--- src/rtl/jksrd_using_tff.sv ---
`default_nettype none
// ============================================================================
//  Module   : jksrd_using_tff
//  Purpose  : JK, SR and D flip-flops each built from a common T flip-flop,
//             cross-checked against behavioural shadow registers, with a
//             saturating SR-illegal (s=r=1) event counter and status FSM.
//  Revision : 1.0 - initial release
// ============================================================================

// ----------------------------------------------------------------------------
//  jksrd_tff : plain T flip-flop, q toggles when t is high
// ----------------------------------------------------------------------------
module jksrd_tff (
    input  logic clk,
    input  logic reset,
    input  logic t_i,
    output logic q_o
);

    logic q_q;

    // Toggle storage; asynchronous clear to 0
    always_ff @(posedge clk or posedge reset) begin
        if (reset) begin
            q_q <= 1'b0;
        end else begin
            q_q <= q_q ^ t_i;
        end
    end

    assign q_o = q_q;

endmodule

// ----------------------------------------------------------------------------
//  jksrd_using_tff : top level
// ----------------------------------------------------------------------------
module jksrd_using_tff #(
    parameter int CNT_W = 8
) (
    input  logic             clk,
    input  logic             reset,
    input  logic             j,
    input  logic             k,
    input  logic             s,
    input  logic             r,
    input  logic             d,
    input  logic             clr_err,
    output logic             q_jk,
    output logic             q_sr,
    output logic             q_d,
    output logic             sr_illegal,
    output logic [CNT_W-1:0] illegal_cnt,
    output logic [1:0]       err_state,
    output logic             mismatch
);

    localparam logic [CNT_W-1:0] C_CNT_MAX = {CNT_W{1'b1}};

    typedef enum logic [1:0] {
        ST_OK   = 2'b00,
        ST_WARN = 2'b01,
        ST_SAT  = 2'b10
    } err_state_t;

    // ------------------------------------------------------------------
    //  Built flip-flops: excitation logic feeding three T flip-flops
    // ------------------------------------------------------------------
    logic w_q_jk;
    logic w_q_sr;
    logic w_q_d;
    logic w_t_jk;
    logic w_t_sr;
    logic w_t_d;
    logic w_sr_both;

    assign w_sr_both = s & r;

    // JK: toggle when the requested level differs from the current one
    assign w_t_jk = (j & ~w_q_jk) | (k & w_q_jk);

    // SR: same idea as JK, but s=r=1 is suppressed so the flop holds
    assign w_t_sr = ((s & ~w_q_sr) | (r & w_q_sr)) & ~w_sr_both;

    // D: toggle whenever d disagrees with the stored value
    assign w_t_d  = d ^ w_q_d;

    jksrd_tff u_tff_jk (
        .clk   (clk),
        .reset (reset),
        .t_i   (w_t_jk),
        .q_o   (w_q_jk)
    );

    jksrd_tff u_tff_sr (
        .clk   (clk),
        .reset (reset),
        .t_i   (w_t_sr),
        .q_o   (w_q_sr)
    );

    jksrd_tff u_tff_d (
        .clk   (clk),
        .reset (reset),
        .t_i   (w_t_d),
        .q_o   (w_q_d)
    );

    assign q_jk = w_q_jk;
    assign q_sr = w_q_sr;
    assign q_d  = w_q_d;

    // ------------------------------------------------------------------
    //  Behavioural shadows written directly from the truth tables
    // ------------------------------------------------------------------
    logic shd_jk_q, shd_jk_d;
    logic shd_sr_q, shd_sr_d;
    logic shd_d_q,  shd_d_d;

    // Shadow next-state from the characteristic tables, not the T logic
    always_comb begin
        shd_jk_d = shd_jk_q;
        shd_sr_d = shd_sr_q;
        shd_d_d  = d;

        case ({j, k})
            2'b01:   shd_jk_d = 1'b0;
            2'b10:   shd_jk_d = 1'b1;
            2'b11:   shd_jk_d = ~shd_jk_q;
            default: shd_jk_d = shd_jk_q;
        endcase

        case ({s, r})
            2'b01:   shd_sr_d = 1'b0;
            2'b10:   shd_sr_d = 1'b1;
            default: shd_sr_d = shd_sr_q;
        endcase
    end

    // Shadow registers advance in lockstep with the built flops
    always_ff @(posedge clk or posedge reset) begin
        if (reset) begin
            shd_jk_q <= 1'b0;
            shd_sr_q <= 1'b0;
            shd_d_q  <= 1'b0;
        end else begin
            shd_jk_q <= shd_jk_d;
            shd_sr_q <= shd_sr_d;
            shd_d_q  <= shd_d_d;
        end
    end

    // ------------------------------------------------------------------
    //  Error bookkeeping: sticky flags and saturating event counter
    // ------------------------------------------------------------------
    logic             sr_illegal_q, sr_illegal_d;
    logic [CNT_W-1:0] cnt_q,        cnt_d;
    logic             mismatch_q,   mismatch_d;
    logic             w_pair_diff;
    logic [CNT_W-1:0] w_cnt_base;

    assign w_pair_diff = (w_q_jk ^ shd_jk_q) | (w_q_sr ^ shd_sr_q) | (w_q_d ^ shd_d_q);

    // A clear takes effect first; a same-edge illegal event then counts
    assign w_cnt_base = clr_err ? '0 : cnt_q;

    // Next values of the sticky flags and counter
    always_comb begin
        sr_illegal_d = clr_err ? 1'b0 : sr_illegal_q;
        mismatch_d   = clr_err ? 1'b0 : mismatch_q;
        cnt_d        = w_cnt_base;

        if (w_sr_both) begin
            sr_illegal_d = 1'b1;
            if (w_cnt_base != C_CNT_MAX) begin
                cnt_d = w_cnt_base + 1'b1;
            end
        end

        if (w_pair_diff) begin
            mismatch_d = 1'b1;
        end
    end

    // Status registers
    always_ff @(posedge clk or posedge reset) begin
        if (reset) begin
            sr_illegal_q <= 1'b0;
            cnt_q        <= '0;
            mismatch_q   <= 1'b0;
        end else begin
            sr_illegal_q <= sr_illegal_d;
            cnt_q        <= cnt_d;
            mismatch_q   <= mismatch_d;
        end
    end

    // ------------------------------------------------------------------
    //  Status FSM: OK -> WARN -> SAT, clr_err returns to OK
    // ------------------------------------------------------------------
    err_state_t state_q, state_d;
    err_state_t w_state_base;

    // Clearing behaves like starting from OK within the same edge
    assign w_state_base = clr_err ? ST_OK : state_q;

    // State register
    always_ff @(posedge clk or posedge reset) begin
        if (reset) begin
            state_q <= ST_OK;
        end else begin
            state_q <= state_d;
        end
    end

    // Next-state logic, driven by the counter's next value
    always_comb begin
        state_d = w_state_base;
        case (w_state_base)
            ST_OK: begin
                if (w_sr_both) begin
                    state_d = (cnt_d == C_CNT_MAX) ? ST_SAT : ST_WARN;
                end
            end
            ST_WARN: begin
                if (cnt_d == C_CNT_MAX) begin
                    state_d = ST_SAT;
                end
            end
            ST_SAT: begin
                state_d = ST_SAT;
            end
            default: begin
                state_d = ST_OK;
            end
        endcase
    end

    assign sr_illegal  = sr_illegal_q;
    assign illegal_cnt = cnt_q;
    assign err_state   = state_q;
    assign mismatch    = mismatch_q;

endmodule
`default_nettype wire

--- config.mk ---
export PLATFORM = sky130hd
export DESIGN_NAME = jksrd_using_tff
export DESIGN_NICKNAME = d
export VERILOG_FILES = /design/src/rtl/jksrd_using_tff.sv
export SDC_FILE = /design/constraint.sdc
export NUM_CORES = 1
export LEC_CHECK = 0
export ABC_AREA = 0
export BUFFER_PORTS_ARGS = -buffer_cell sky130_fd_sc_hd__buf_2
export CORE_MARGIN = 2
export CORE_UTILIZATION = 40
export DETAILED_ROUTE_END_ITERATION = 8
export HOLD_SLACK_MARGIN = 0.03
export PLACE_DENSITY = 0.71
export SETUP_SLACK_MARGIN = 0.15
export SLEW_MARGIN = 10
export SYNTH_ARGS = -nofsm -noshare
export SYNTH_HDL_FRONTEND = slang
export SYNTH_SLANG_ARGS = --single-unit
--- constraint.sdc ---
create_clock -name clk -period 5.3 [get_ports clk]
set_input_delay 0.53 -clock clk [delete_from_list [all_inputs] [get_ports clk]]
set_output_delay 0.53 -clock clk [all_outputs]
set_load 0.02 [all_outputs]
=== After elaboration in Yosys (flattened, before gate mapping) ===
Cells that the tools add are included.

* Register bits: 18
* Input bits: 8
* Output and inout port bits: 15
* Logic and storage cells: 59

* Add/subtract/negate cells: 1
* Equality and inequality tests: 9
* Mux-type cells: 13
* Bitwise gates (word level): 21
* Reductions and logical operators: 5

{| class="wikitable"
|+ Operator list
! cell !! number
|-
| 8-bit 2-to-1 mux || 3
|-
| 8-bit by 1-bit adder with 8-bit output (second input constant) || 1
|-
| 2-bit equality test (second input constant) || 4
|-
| 8-bit equality test (second input constant) || 1
|-
| 2-bit 2-to-1 mux || 4
|-
| 8-bit inequality test (second input constant) || 1
|-
| 1-bit bitwise XOR || 7
|-
| 1-bit bitwise AND || 6
|-
| 2-bit by 1-bit equality test with 1-bit output (second input constant) || 3
|-
| 2-bit case mux with 3 select lines || 1
|-
| 2-bit nonzero test || 3
|-
| 1-bit inverter || 4
|-
| 1-bit bitwise OR || 4
|-
| 1-bit 2-to-1 mux || 3
|-
| 1-bit case mux with 3 select lines || 1
|-
| 3-bit nonzero test || 1
|-
| 2-bit zero test || 1
|-
| 1-bit case mux with 2 select lines || 1
|}

=== Logic depth before layout (Yosys ltp) ===
* Depth in word-level cells: 8
* Gate-level depth with buffers: 9
* Mapped depth without buffers: 8

=== Cells and area by module ===
From an unflattened synthesis, not the netlist that was laid out.

* Cells, all modules: 107
* Area, all modules: 1,059.8 um^2

{| class="wikitable"
|+ Modules (own cells, without submodules)
! module !! instances !! cells an instance !! area an instance (um^2) !! sequential area each (um^2)
|-
| jksrd_using_tff || 1 || 98 || 947.2 || 375.4
|-
| jksrd_tff || 3 || 3 || 37.5 || 25.0
|}

=== Worst setup path before layout ===
OpenSTA, ideal clock, no wires.

* Kind: input to register
* From: in clr_err
* To: reg state_q[0] (netlist: err_state[0])
* Setup time: 120 ps
* Arrival time: 2,365 ps
* Required time: 5,180 ps
* Setup slack: 2,815 ps
* Stages: 9
* Buffers on the path: 1
* Cells stage by stage: buf_4 > nor2b_1 > ha_1 > nand4b_2 > or4_1 > o31ai_1 > o2bb2ai_1 > or3_1 > and3_1

* Word-level cells in the longest chain between the ends: 8
* Elaborated cells between the ends (all ways): 14
* Classes of those cells: add/sub: 1; eq/ne: 4; mux: 8; reduce/logical: 1

{| class="wikitable"
|+ RTL lines
! element !! line !! text
|-
| from (decl) || 48 || <nowiki>input logic clr_err,</nowiki>
|-
| 8-bit 2-to-1 mux || 165 || <nowiki>assign w_cnt_base = clr_err ? '0 : cnt_q;</nowiki>
|-
| 8-bit by 1-bit adder with 8-bit output or 8-bit inequality test (tied branches) || 176, 175 ||
|-
| 8-bit 2-to-1 mux || 175 || <nowiki>if (w_cnt_base != C_CNT_MAX) begin</nowiki>
|-
| 8-bit 2-to-1 mux || 173 || <nowiki>if (w_sr_both) begin</nowiki>
|-
| 8-bit equality test || 222, 226 ||
|-
| 2-bit 2-to-1 mux || 222 || <nowiki>state_d = (cnt_d == C_CNT_MAX) ? ST_SAT : ST_WARN;</nowiki>
|-
| 2-bit 2-to-1 mux || 221 || <nowiki>if (w_sr_both) begin</nowiki>
|-
| 2-bit case mux with 3 select lines * || 219 || <nowiki>case (w_state_base)</nowiki>
|-
| via state_d[0] || 201 || <nowiki>err_state_t state_q, state_d;</nowiki>
|-
| to (signal assigned) || 212 || <nowiki>state_q <= state_d;</nowiki>
|-
| to (decl) || 201 ||
|}

The timed path passes the listed nets; every way through them passes the cells marked *.
A chain may end at the register's enable or synchronous reset.

=== Worst setup path in the final report ===
* From: reg cnt_q[0] (netlist: illegal_cnt[0])
* To: reg state_q[0] (netlist: err_state[0])

* Word-level cells in the longest chain between the ends: 8
* Elaborated cells between the ends (all ways): 10
* Classes of those cells: add/sub: 1; eq/ne: 2; mux: 7

{| class="wikitable"
|+ RTL lines
! element !! line !! text
|-
| from (decl) || 157 || <nowiki>logic [CNT_W-1:0] cnt_q, cnt_d;</nowiki>
|-
| from (signal assigned) || 193 || <nowiki>cnt_q <= cnt_d;</nowiki>
|-
| 8-bit 2-to-1 mux * || 165 ||
|-
| 8-bit by 1-bit adder with 8-bit output or 8-bit inequality test (tied branches) || 176, 175 ||
|-
| 8-bit 2-to-1 mux || 175 ||
|-
| 8-bit 2-to-1 mux * || 173 ||
|-
| 8-bit equality test * || 222, 226 ||
|-
| 2-bit 2-to-1 mux || 222 ||
|-
| 2-bit 2-to-1 mux || 221 ||
|-
| 2-bit case mux with 3 select lines * || 219 ||
|-
| via state_d[0] || 201 ||
|}

Marked as above.

==> metrics <==
status completed; Post CTS Setup Buffer Count 0; DRT iter0 DRCs 14; Ports 23; All-Layer GR Usage between 10% and 20%; multi-input logic area around 500 um^2; clock-pin slew on the worst setup and hold paths approximately 0.1 ns; YS warnings 0; GRT overflow 0; Die Wd around 54 um; largest family of logic cells by synthesized area simple AND/OR/NAND/NOR gates; Reg area 450 um^2; CTS tree built; post-synthesis mux area share ~1.1%; DRC viols 0; fin. max-slew vios 0; Worst Setup Start Kind register; Max Root-Sink Buffers 2; Fin Setup TNS 0 ns; pwr dens roughly 250 nW/um^2; crit path time final 2.44 ns; HPWL after detailed placement ~1600 um; Hold WC Path Type in2async; cts hold-fix bufs 0; relative slew slack between 50% and 60%; initial antenna violation count 0; peak supply drop roughly 0.00015 V; Yosys reg bits 18; Antenna Cells 0; post-CTS sizing 0; post-synthesis simple-gate area fraction between 20% and 30%; drt wl/cell ~13 um; area fraction of the dominant cell type after synthesis a little under half; most frequent cells in the layout 22 x buf_2, 18 x dfrtp_1, 13 x nand2_1; Worst Path Max Fanout 6; fillcell total approximately 210; number of H-tree levels 1; design area ~1100 um^2; drt pass-1 iters 4; synthesized instance count 100; register area share after synthesis ~46%; first-pass GRT wire length about 3600 um; CTS buffer count 3; die height 53.6 um; vias in the first global route between 800 and 900; Final Hold Fails 0; GPL Wtd Cong between 0.8 and 0.9; top post-synthesis cells by area dfrtp_1 46%, nand2_1 5.0%, a21oi_1 4.6%; DP Area approximately 1100 um^2; die area approximately 2900 um^2; Root Buffer clkbuf_4; Yosys cell types 36; share of cells above drive strength 1 around a quarter; ANT nets after route 0; Via Count roughly 860; area fraction in compound gates after synthesis ~18%; DR vias/cell around 5.7; initial core utilization between 40% and 50%; critical path required time ~5.5 ns; syn_nets between 100 and 150; largest net degree at the start of global routing 19; leakage power around 0.54 nW; Mapped Area 983 um^2; CTS Sinks 18; Rows 17; Mapped Avg Cell Area roughly 10 um^2; routed wire length about 2000 um; core area ~2300 um^2; Nets between 100 and 150; area delta synth->final 16.5%; max cap viols 0; XOR/XNOR share of the synthesized area 5.34%; f_max about 0.4 GHz; Skew-Pair Late Insertion Delay a little under 0.3 ns; type of the worst setup path reg2reg; worst-margin pin slew between 0.6 and 0.7 ns; final setup violation count 0; leading area contributor after synthesis dfrtp_1; post-synthesis adder-cell area fraction 3.82%; most common cell after layout, fill and taps aside buf_2; Port Buffers 22; Final Cycle Share ~46%; Worst Path Arrival 2.64 ns; unrepaired setup endpoints after global routing false; CP endpoint kind register; Setup Skew a little over 0.0007 ns
[flip-flops by register name, summed over array words and instances, names as in the netlist]
register and count:
sr_illegal 1, u_tff_d.q_o 1, shd_jk_q 1, shd_sr_q 1, u_tff_jk.q_o 1, illegal_cnt 8
err_state 2, shd_d_q 1, mismatch 1, u_tff_sr.q_o 1
[final timing paths]
path | startpoint | to | slack (ns) | cells after the start
max | illegal_cnt[0] | err_state[0] | 2.86 | 8
min | reset | illegal_cnt[6] | 0.31 | 2
max reg2reg | illegal_cnt[0] | err_state[0] | 2.86 | 8
min reg2reg | sr_illegal | sr_illegal | 0.48 | 1
max in group asynchronous | reset | u_tff_sr.q_o | 4.58 | 2
min in group clk | d | shd_d_q | 0.35 | 1
[power breakdown]
| part | total [mW] | switching (mW) | internal, mW |
|---|---|---|---|
| Clock | 0.0833 | 0.0414 | 0.0419 |
| Combinational | 0.0471 | 0.0283 | 0.0188 |
| Sequential | 0.157 | 0.00973 | 0.147 |
| Total | 0.287 | 0.0794 | 0.208 |
[metrics by stage]
step	power (mW)	hold WS, ns	worst slack, ns	utilization (%)	instances
finish	0.287	0.308	2.86	50.4	151
detailed placement	0.208	0.465	2.62	48.8	147
global placement	0.206	0.458	2.71	48.8	147
global route	0.304	0.338	2.66	50.4	151
CTS	0.291	0.339	2.86	50.4	151
floorplan	0.191	0.460	2.82	-	100
[cells by family (layout without fill, tap and decap cells)]
group / after synthesis / after routing
buf+inv: 7 / 30
mux: 1 / 1
compound gates: 27 / 27
fa+ha+maj: 3 / 3
xor+xnor: 6 / 6
simple gates: 38 / 38
flops: 18 / 18
[Yosys cell counts]
| cell type | instances |
|---|---|
| a2111o_1 | 1 |
| a211o_1 | 2 |
| a211oi_1 | 2 |
| a21o_1 | 2 |
| a21oi_1 | 9 |
| a31oi_1 | 1 |
| a41oi_1 | 1 |
| and3_1 | 1 |
| and4_2 | 1 |
| and4b_1 | 1 |
| buf_4 | 2 |
| clkbuf_1 | 1 |
| dfrtp_1 | 18 |
| ha_1 | 3 |
| inv_1 | 4 |
| mux2_2 | 1 |
| nand2_1 | 13 |
| nand2_2 | 1 |
| nand3_1 | 2 |
| nand3_2 | 1 |
| nand3b_1 | 1 |
| nand4_1 | 2 |
| nand4b_2 | 1 |
| nor2_1 | 6 |
| nor2b_1 | 4 |
| nor3b_1 | 1 |
| o211ai_1 | 1 |
| o21ai_0 | 4 |
| o2bb2ai_1 | 1 |
| o31ai_1 | 2 |
| o41a_1 | 1 |
| or3_1 | 1 |
| or4_1 | 1 |
| or4_4 | 1 |
| xnor2_1 | 5 |
| xor2_1 | 1 |
[layer usage]
layer / global-route usage, % / share of wire [%]
met1: 22.3 / 45
met3: 2.22 / 6.3
met2: 28.6 / 47
met5: 0 / 0
met4: 6.84 / 1.2
[critical path, cell delays in order, from the launching register on]
cell       delay (ns)
dfrtp_1          0.44
nor2b_1          0.25
ha_1             0.30
nand4b_2         0.19
or4_1            0.50
o31ai_1          0.08
o2bb2ai_1        0.11
or3_1            0.31
and3_1           0.16
[area by class of cell]
type / instances / area share, %
clock buffer: 4 / 3.17
inverter: 4 / 1.31
multi-input combinational: 75 / 43.6
sequential: 18 / 39.3
tap: 28 / 3.06
timing repair buffer: 22 / 9.61
Note: power is estimated with default switching activity, not from simulation.
